## src/rtl/narnet_seq_driver.sv

```systemverilog
// NAR-Net sequence driver: feeds buffered or fed-back samples to the network one at a time
// and returns each prediction on a valid/ready result stream, with timeout and network reset control.
module narnet_seq_driver #(
    parameter int N       = 10,
    parameter int Q       = 9,
    parameter int DEPTH   = 64,
    parameter int AW      = 6,
    parameter int TIMEOUT = 1023
) (
    input  logic          clk,
    input  logic          rst,
    input  logic          ld_valid,
    input  logic [N-1:0]  ld_data,
    input  logic          start,
    input  logic          mode,
    input  logic [AW:0]   num,
    input  logic [AW-1:0] prime,
    output logic          net_enable,
    output logic          net_rst,
    output logic [N-1:0]  x_out,
    output logic          x_ready,
    input  logic [N-1:0]  y_in,
    input  logic          out_ready,
    output logic          res_valid,
    output logic [N-1:0]  res_data,
    input  logic          res_ready,
    output logic          busy,
    output logic          done,
    output logic          err,
    output logic [2:0]    state_dbg
);

    // Result stream: a word transfers on a rising edge where res_valid && res_ready;
    // res_valid and res_data stay stable until that transfer.

    typedef enum logic [2:0] {
        S_IDLE, S_NRST, S_ISSUE, S_WAIT, S_STORE, S_FIN, S_ERR
    } state_t;

    localparam int              TW      = $clog2(TIMEOUT + 1);
    localparam logic [AW-1:0]   IDX_MAX = AW'(DEPTH - 1);
    localparam logic [AW:0]     NUM_MAX = (AW + 1)'(DEPTH);
    localparam logic [TW-1:0]   T_LAST  = TW'(TIMEOUT - 1);

    if (Q >= N || (1 << AW) < DEPTH) begin : g_bad_params
        $error("narnet_seq_driver: invalid parameter set");
    end

    state_t        state;
    logic [N-1:0]  mem [DEPTH];
    logic [AW-1:0] wptr;
    logic [AW-1:0] idx;
    logic [AW-1:0] idx_inc;
    logic [AW-1:0] issue_idx;
    logic [AW-1:0] prime_q;
    logic [AW:0]   num_q;
    logic [AW:0]   cnt;
    logic          mode_q;
    logic          nrst_cnt;
    logic [TW-1:0] timer;
    logic [N-1:0]  y_reg;
    logic [N-1:0]  issue_x;
    logic          seed_sel;

    assign state_dbg = state;

    // The next issued sample is chosen one cycle early so x_out is registered with x_ready.
    // A prime of 0 stands for a full buffer of seeds (DEPTH does not fit in AW bits).
    always_comb begin
        idx_inc   = (idx == IDX_MAX) ? idx : idx + 1'b1;
        issue_idx = (state == S_STORE) ? idx_inc : idx;
        seed_sel  = !mode_q || (prime_q == '0) || (issue_idx < prime_q);
        issue_x   = seed_sel ? mem[issue_idx] : y_reg;
    end

    always_ff @(posedge clk) begin
        if (state == S_IDLE && ld_valid) begin
            mem[wptr] <= ld_data;
        end
    end

    always_ff @(posedge clk or negedge rst) begin
        if (!rst) begin
            state      <= S_IDLE;
            wptr       <= '0;
            idx        <= '0;
            cnt        <= '0;
            num_q      <= '0;
            prime_q    <= '0;
            mode_q     <= 1'b0;
            nrst_cnt   <= 1'b0;
            timer      <= '0;
            y_reg      <= '0;
            net_enable <= 1'b0;
            net_rst    <= 1'b1;
            x_out      <= '0;
            x_ready    <= 1'b0;
            res_valid  <= 1'b0;
            res_data   <= '0;
            busy       <= 1'b0;
            done       <= 1'b0;
            err        <= 1'b0;
        end else begin
            net_enable <= 1'b1;
            done       <= 1'b0;
            x_ready    <= 1'b0;
            case (state)
                S_IDLE: begin
                    net_rst   <= 1'b0;
                    busy      <= 1'b0;
                    res_valid <= 1'b0;
                    if (ld_valid) begin
                        wptr <= (wptr == IDX_MAX) ? '0 : wptr + 1'b1;
                    end
                    // Same-cycle load lands at the old pointer; the clear below overrides the increment.
                    if (start) begin
                        wptr    <= '0;
                        mode_q  <= mode;
                        num_q   <= (num > NUM_MAX) ? NUM_MAX : num;
                        prime_q <= prime;
                        err     <= 1'b0;
                        idx     <= '0;
                        cnt     <= '0;
                        if (num == '0) begin
                            done <= 1'b1;
                        end else begin
                            state    <= S_NRST;
                            net_rst  <= 1'b1;
                            busy     <= 1'b1;
                            nrst_cnt <= 1'b0;
                        end
                    end
                end
                S_NRST: begin
                    if (nrst_cnt) begin
                        state   <= S_ISSUE;
                        net_rst <= 1'b0;
                        x_ready <= 1'b1;
                        x_out   <= issue_x;
                    end else begin
                        nrst_cnt <= 1'b1;
                    end
                end
                S_ISSUE: begin
                    // timer counts cycles since the strobe, so the registered err lands TIMEOUT cycles after x_ready
                    state <= S_WAIT;
                    timer <= TW'(1);
                end
                S_WAIT: begin
                    if (out_ready) begin
                        y_reg     <= y_in;
                        res_data  <= y_in;
                        res_valid <= 1'b1;
                        state     <= S_STORE;
                    end else if (timer >= T_LAST) begin
                        err     <= 1'b1;
                        net_rst <= 1'b1;
                        done    <= 1'b1;
                        state   <= S_ERR;
                    end else begin
                        timer <= timer + 1'b1;
                    end
                end
                S_STORE: begin
                    if (res_ready) begin
                        res_valid <= 1'b0;
                        cnt       <= cnt + 1'b1;
                        idx       <= idx_inc;
                        if (cnt + 1'b1 == num_q) begin
                            state <= S_FIN;
                            done  <= 1'b1;
                        end else begin
                            state   <= S_ISSUE;
                            x_ready <= 1'b1;
                            x_out   <= issue_x;
                        end
                    end
                end
                S_FIN: begin
                    state <= S_IDLE;
                    busy  <= 1'b0;
                end
                S_ERR: begin
                    state   <= S_IDLE;
                    net_rst <= 1'b0;
                    busy    <= 1'b0;
                end
                default: state <= S_IDLE;
            endcase
        end
    end

endmodule
```

## config.mk

```make
export PLATFORM = sky130hd
export DESIGN_NAME = narnet_seq_driver
export DESIGN_NICKNAME = d
export VERILOG_FILES = /design/src/rtl/narnet_seq_driver.sv
export SDC_FILE = /design/constraint.sdc
export NUM_CORES = 1
export LEC_CHECK = 0
export ABC_AREA = 1
export BUFFER_PORTS_ARGS = -buffer_cell sky130_fd_sc_hd__buf_2
export CORE_MARGIN = 2
export CORE_UTILIZATION = 58
export CTS_CLUSTER_SIZE = 20
export DETAILED_ROUTE_END_ITERATION = 10
export PLACE_DENSITY = 0.75
export SLEW_MARGIN = 10
export SYNTH_ARGS = -nofsm -noshare
export SYNTH_HDL_FRONTEND = slang
export SYNTH_SLANG_ARGS = --single-unit
export TNS_END_PERCENT = 10
```

## constraint.sdc

```tcl
create_clock -name clk -period 5.01 [get_ports clk]
set_clock_uncertainty 0.2 [all_clocks]
set_input_delay 1.503 -clock clk [delete_from_list [all_inputs] [get_ports clk]]
set_output_delay 1.503 -clock clk [all_outputs]
set_load 0.02 [all_outputs]
```

==> impl_metrics.env <==
export IMPL_worst_pin_slew_ps=1230
export IMPL_crit_top_cell="nand2_1"
export IMPL_end_kind="flop"
export IMPL_r2r_start="state_dbg[2]"
export IMPL_cts_sinks=714
export IMPL_grt_pass1_wl_microns=126000
export IMPL_peakVddDrop_v=0.000707
export IMPL_timing_rr_end="x_out[3]"
export IMPL_hold_violations=0
export IMPL_power_density_nw_per_um2=525
export IMPL_dp_final_hpwl_microns=48000
export IMPL_rsz0062_at_grt="false"
export IMPL_whs_ps=294
export IMPL_synth_ff_type="edfxtp_1"
export IMPL_p_leak_nw=14.1
export IMPL_htree_levels=3
export IMPL_setup_violations=0
export IMPL_core_sq_um=53600
export IMPL_synth_async_reset_ratio_pct=10.4
export IMPL_critical_path_arrival_ps=4570
export IMPL_synth_compound_area_share_pct=1.80
export IMPL_io_pins=70
export IMPL_route_detailed_drc=0
export IMPL_layoutNonFillerInstCount=3832
export IMPL_reg2regPathDepth=16
export IMPL_yosys_area_top_type="edfxtp_1"
export IMPL_synth_simple_area_share_pct=24.5
export IMPL_ys_ff_latch=714
export IMPL_synth_fa_ha_area_share_pct=0.399
export IMPL_diodes=0
export IMPL_cp_cell_sequence="nand2_1, inv_2, nand3_4, nand2_8, buf_12, buf_4, nand2_1, nand2_1, nand2_1, nand3_1, nand3_1, nand3_1, nand3_1, nand3_1, nand2_1, nand2_1"
export IMPL_first_global_vias=22478
export IMPL_ys_seq_area_share_pct=67.2
export IMPL_synthXorXnorAreaFrac_pct=0.279
export IMPL_max_freq_ghz=0.238
export IMPL_status="finished clean"
export IMPL_place_congestion=0.887
export IMPL_worstSetupStartpointType="flop"
export IMPL_synth_area_top_cells="edfxtp_1 61%, nand3_1 11%, nand2_1 11%"
export IMPL_cp_required_ps=5370
export IMPL_cp_slowest_stage_delay_ps=570
export IMPL_synth_cell_area_sq_um=31400
export IMPL_holdPathEnd="res_valid"
export IMPL_drtAntennaViolNets=0
export IMPL_synth_edff_count=640
export IMPL_crit_type="reg -> reg"
export IMPL_hp_class="reg -> reg"
export IMPL_cts_tree="built"
export IMPL_cp_slowest_cell="dfrtp_1"
export IMPL_cts_root_buf="clkbuf_16"
export IMPL_reg2reg_slack_ps=810
export IMPL_synthMuxAreaShare_pct=0
export IMPL_routed_wl_microns=81600
export IMPL_dp_cells=3696
export IMPL_post_cts_buffers=0
export IMPL_syn_nets=3064
export IMPL_yosysTopAreaCellShare_pct=61.3
export IMPL_grt_max_degree=181
export IMPL_postCtsHoldBufs=0
export IMPL_synth_distinct_cells=46
export IMPL_synthCells=3014
export IMPL_finalCritPeriodShare_pct=83.9
export IMPL_drt_pre_antenna_iters=6
export IMPL_grt_ovfl_total=0
export IMPL_drive_gt1_share_pct=9.15
export IMPL_holdCritStartpoint="res_valid"
export IMPL_cp_max_fo=92
export IMPL_wire_per_inst_microns=21.3
export IMPL_grt_use_total_pct=29.3
export IMPL_syn2layout_area_growth_pct=11.4
export IMPL_hold_path_depth=2
export IMPL_antenna_found_initial=0
export IMPL_cts_clk_slew_worst_paths_ps=60
export IMPL_ctsResizeCount=0
export IMPL_max_slew_margin_rel_pct=18.0
export IMPL_die_area_sq_um=55900
export IMPL_max_flop_register="mem"
export IMPL_clk_path_buf_depth=3
export IMPL_nets=3125
export IMPL_die_w_microns=237
export IMPL_report_final_slew_viol_count=0
export IMPL_port_buffers=69
export IMPL_yosysWarningCount=0
export IMPL_numCtsBuffers=73
export IMPL_dr_first_iter_drc_count=2845
export IMPL_die_h_microns=237
export IMPL_viasPerCell=5.97
export IMPL_start_util_pct=58.5
export IMPL_rows=85
export IMPL_period_needed_ps=4200
export IMPL_synth_top_family_by_area="simple AND/OR/NAND/NOR gates"
export IMPL_num_vias=22879
export IMPL_largest_reg_flops=640
export IMPL_timing_max_cap_violations=0
export IMPL_tns_ps=0
export IMPL_clk_latency_ps=620
export IMPL_synth_area_per_cell_sq_um=10.4
## worst max-delay path: cells and delay by family (launching register included)
kind	cells	cell delay, ps
flip-flops	1	570
AND/OR/NAND/NOR	13	2280
buffers and inverters	3	990
## cell type report
class | instances | area (sq um)
clock buffer | 91 | 1950
clock inverter | 45 | 477
timing repair buffer | 164 | 1160
inverter | 232 | 873
fill | 4009 | 18700
tap | 696 | 871
sequential | 714 | 21100
multi-input combinational | 1890 | 8520
## how the worst max path moves through the flow
| stage | startpoint | endpoint | slack, ps |
|---|---|---|---|
| after detailed placement | state_dbg[2] | x_out[3] | 920 |
| after CTS | state_dbg[2] | x_out[8] | 880 |
| after global placement | state_dbg[2] | x_out[0] | 1040 |
| final | state_dbg[2] | x_out[3] | 810 |
| after floorplan | ld_valid | mem[10][0] | 1970 |
| after global routing | state_dbg[2] | x_out[2] | 570 |
## power breakdown
part	switching, mW	internal (mW)
combinational	4.18	1.72
clock	2.28	3.24
sequential	0.203	6.72
## Yosys cell counts (2+ instances only)
master	count
o31ai_1	5
o21ai_1	3
nand3_2	2
clkinv_1	3
xor2_1	9
buf_6	14
buf_2	93
nand2_1	919
nand3_1	707
o211ai_1	12
nand4_1	2
a31oi_1	3
clkbuf_1	54
nor2_1	105
o21bai_1	2
inv_1	225
buf_1	5
nand2_2	2
inv_2	3
o21ai_0	37
o22ai_1	8
ha_1	10
a22o_1	2
nand2_4	2
a21oi_1	13
dfrtp_1	73
nor3_1	12
nand3b_1	21
buf_4	12
edfxtp_1	640
## cell families (layout without fill, tap and decap cells)
kind of cell | count (synthesis) | count (layout)
other cells | 1 | 1
flops | 714 | 714
simple gates | 1776 | 1776
xor+xnor | 10 | 10
buf+inv | 410 | 532
compound gates | 93 | 93
fa+ha+maj | 10 | 10
## cells in the final DEF, fill, tap and decap left out, types with 8 or more instances in the layout
| master | Yosys | layout |
|---|---|---|
| buf_2 | 93 | 68 |
| buf_4 | 12 | 88 |
| xor2_1 | 9 | 9 |
| clkbuf_16 | 0 | 74 |
| edfxtp_1 | 640 | 640 |
| clkinv_2 | 0 | 12 |
| a21oi_1 | 13 | 13 |
| o22ai_1 | 8 | 8 |
| dfrtp_1 | 73 | 73 |
| nor2_1 | 105 | 105 |
| bufinv_16 | 0 | 9 |
| inv_1 | 225 | 224 |
| o21ai_0 | 37 | 36 |
| o211ai_1 | 12 | 12 |
| clkinv_1 | 3 | 19 |
| nand2_1 | 919 | 919 |
| nor3_1 | 12 | 12 |
| nand3b_1 | 21 | 21 |
| nand3_1 | 707 | 707 |
| clkbuf_1 | 54 | 14 |
| buf_12 | 0 | 8 |
| ha_1 | 10 | 10 |
## metal layers
layer  wire [microns]  up-vias  GRT usage [%]
met1            31000    10998           38.9
met4             3670        0           13.0
met2            39300     1255           47.7
met3             7720      223           5.09
met5                0        -              0
li1                 -    10403              -
## stage by stage
stage	worst slack, ps	utilization [%]	instance area [sq um]	total power [mW]
final	808	65.1	34900	18.3
after global routing	568	65.1	34900	19.2
after CTS	882	65.1	34900	18.3
after detailed placement	916	60.6	32500	12.8
after global placement	1040	60.6	32500	12.7
after floorplan	1970	-	31400	11.3
(Power assumes the default switching activity.)
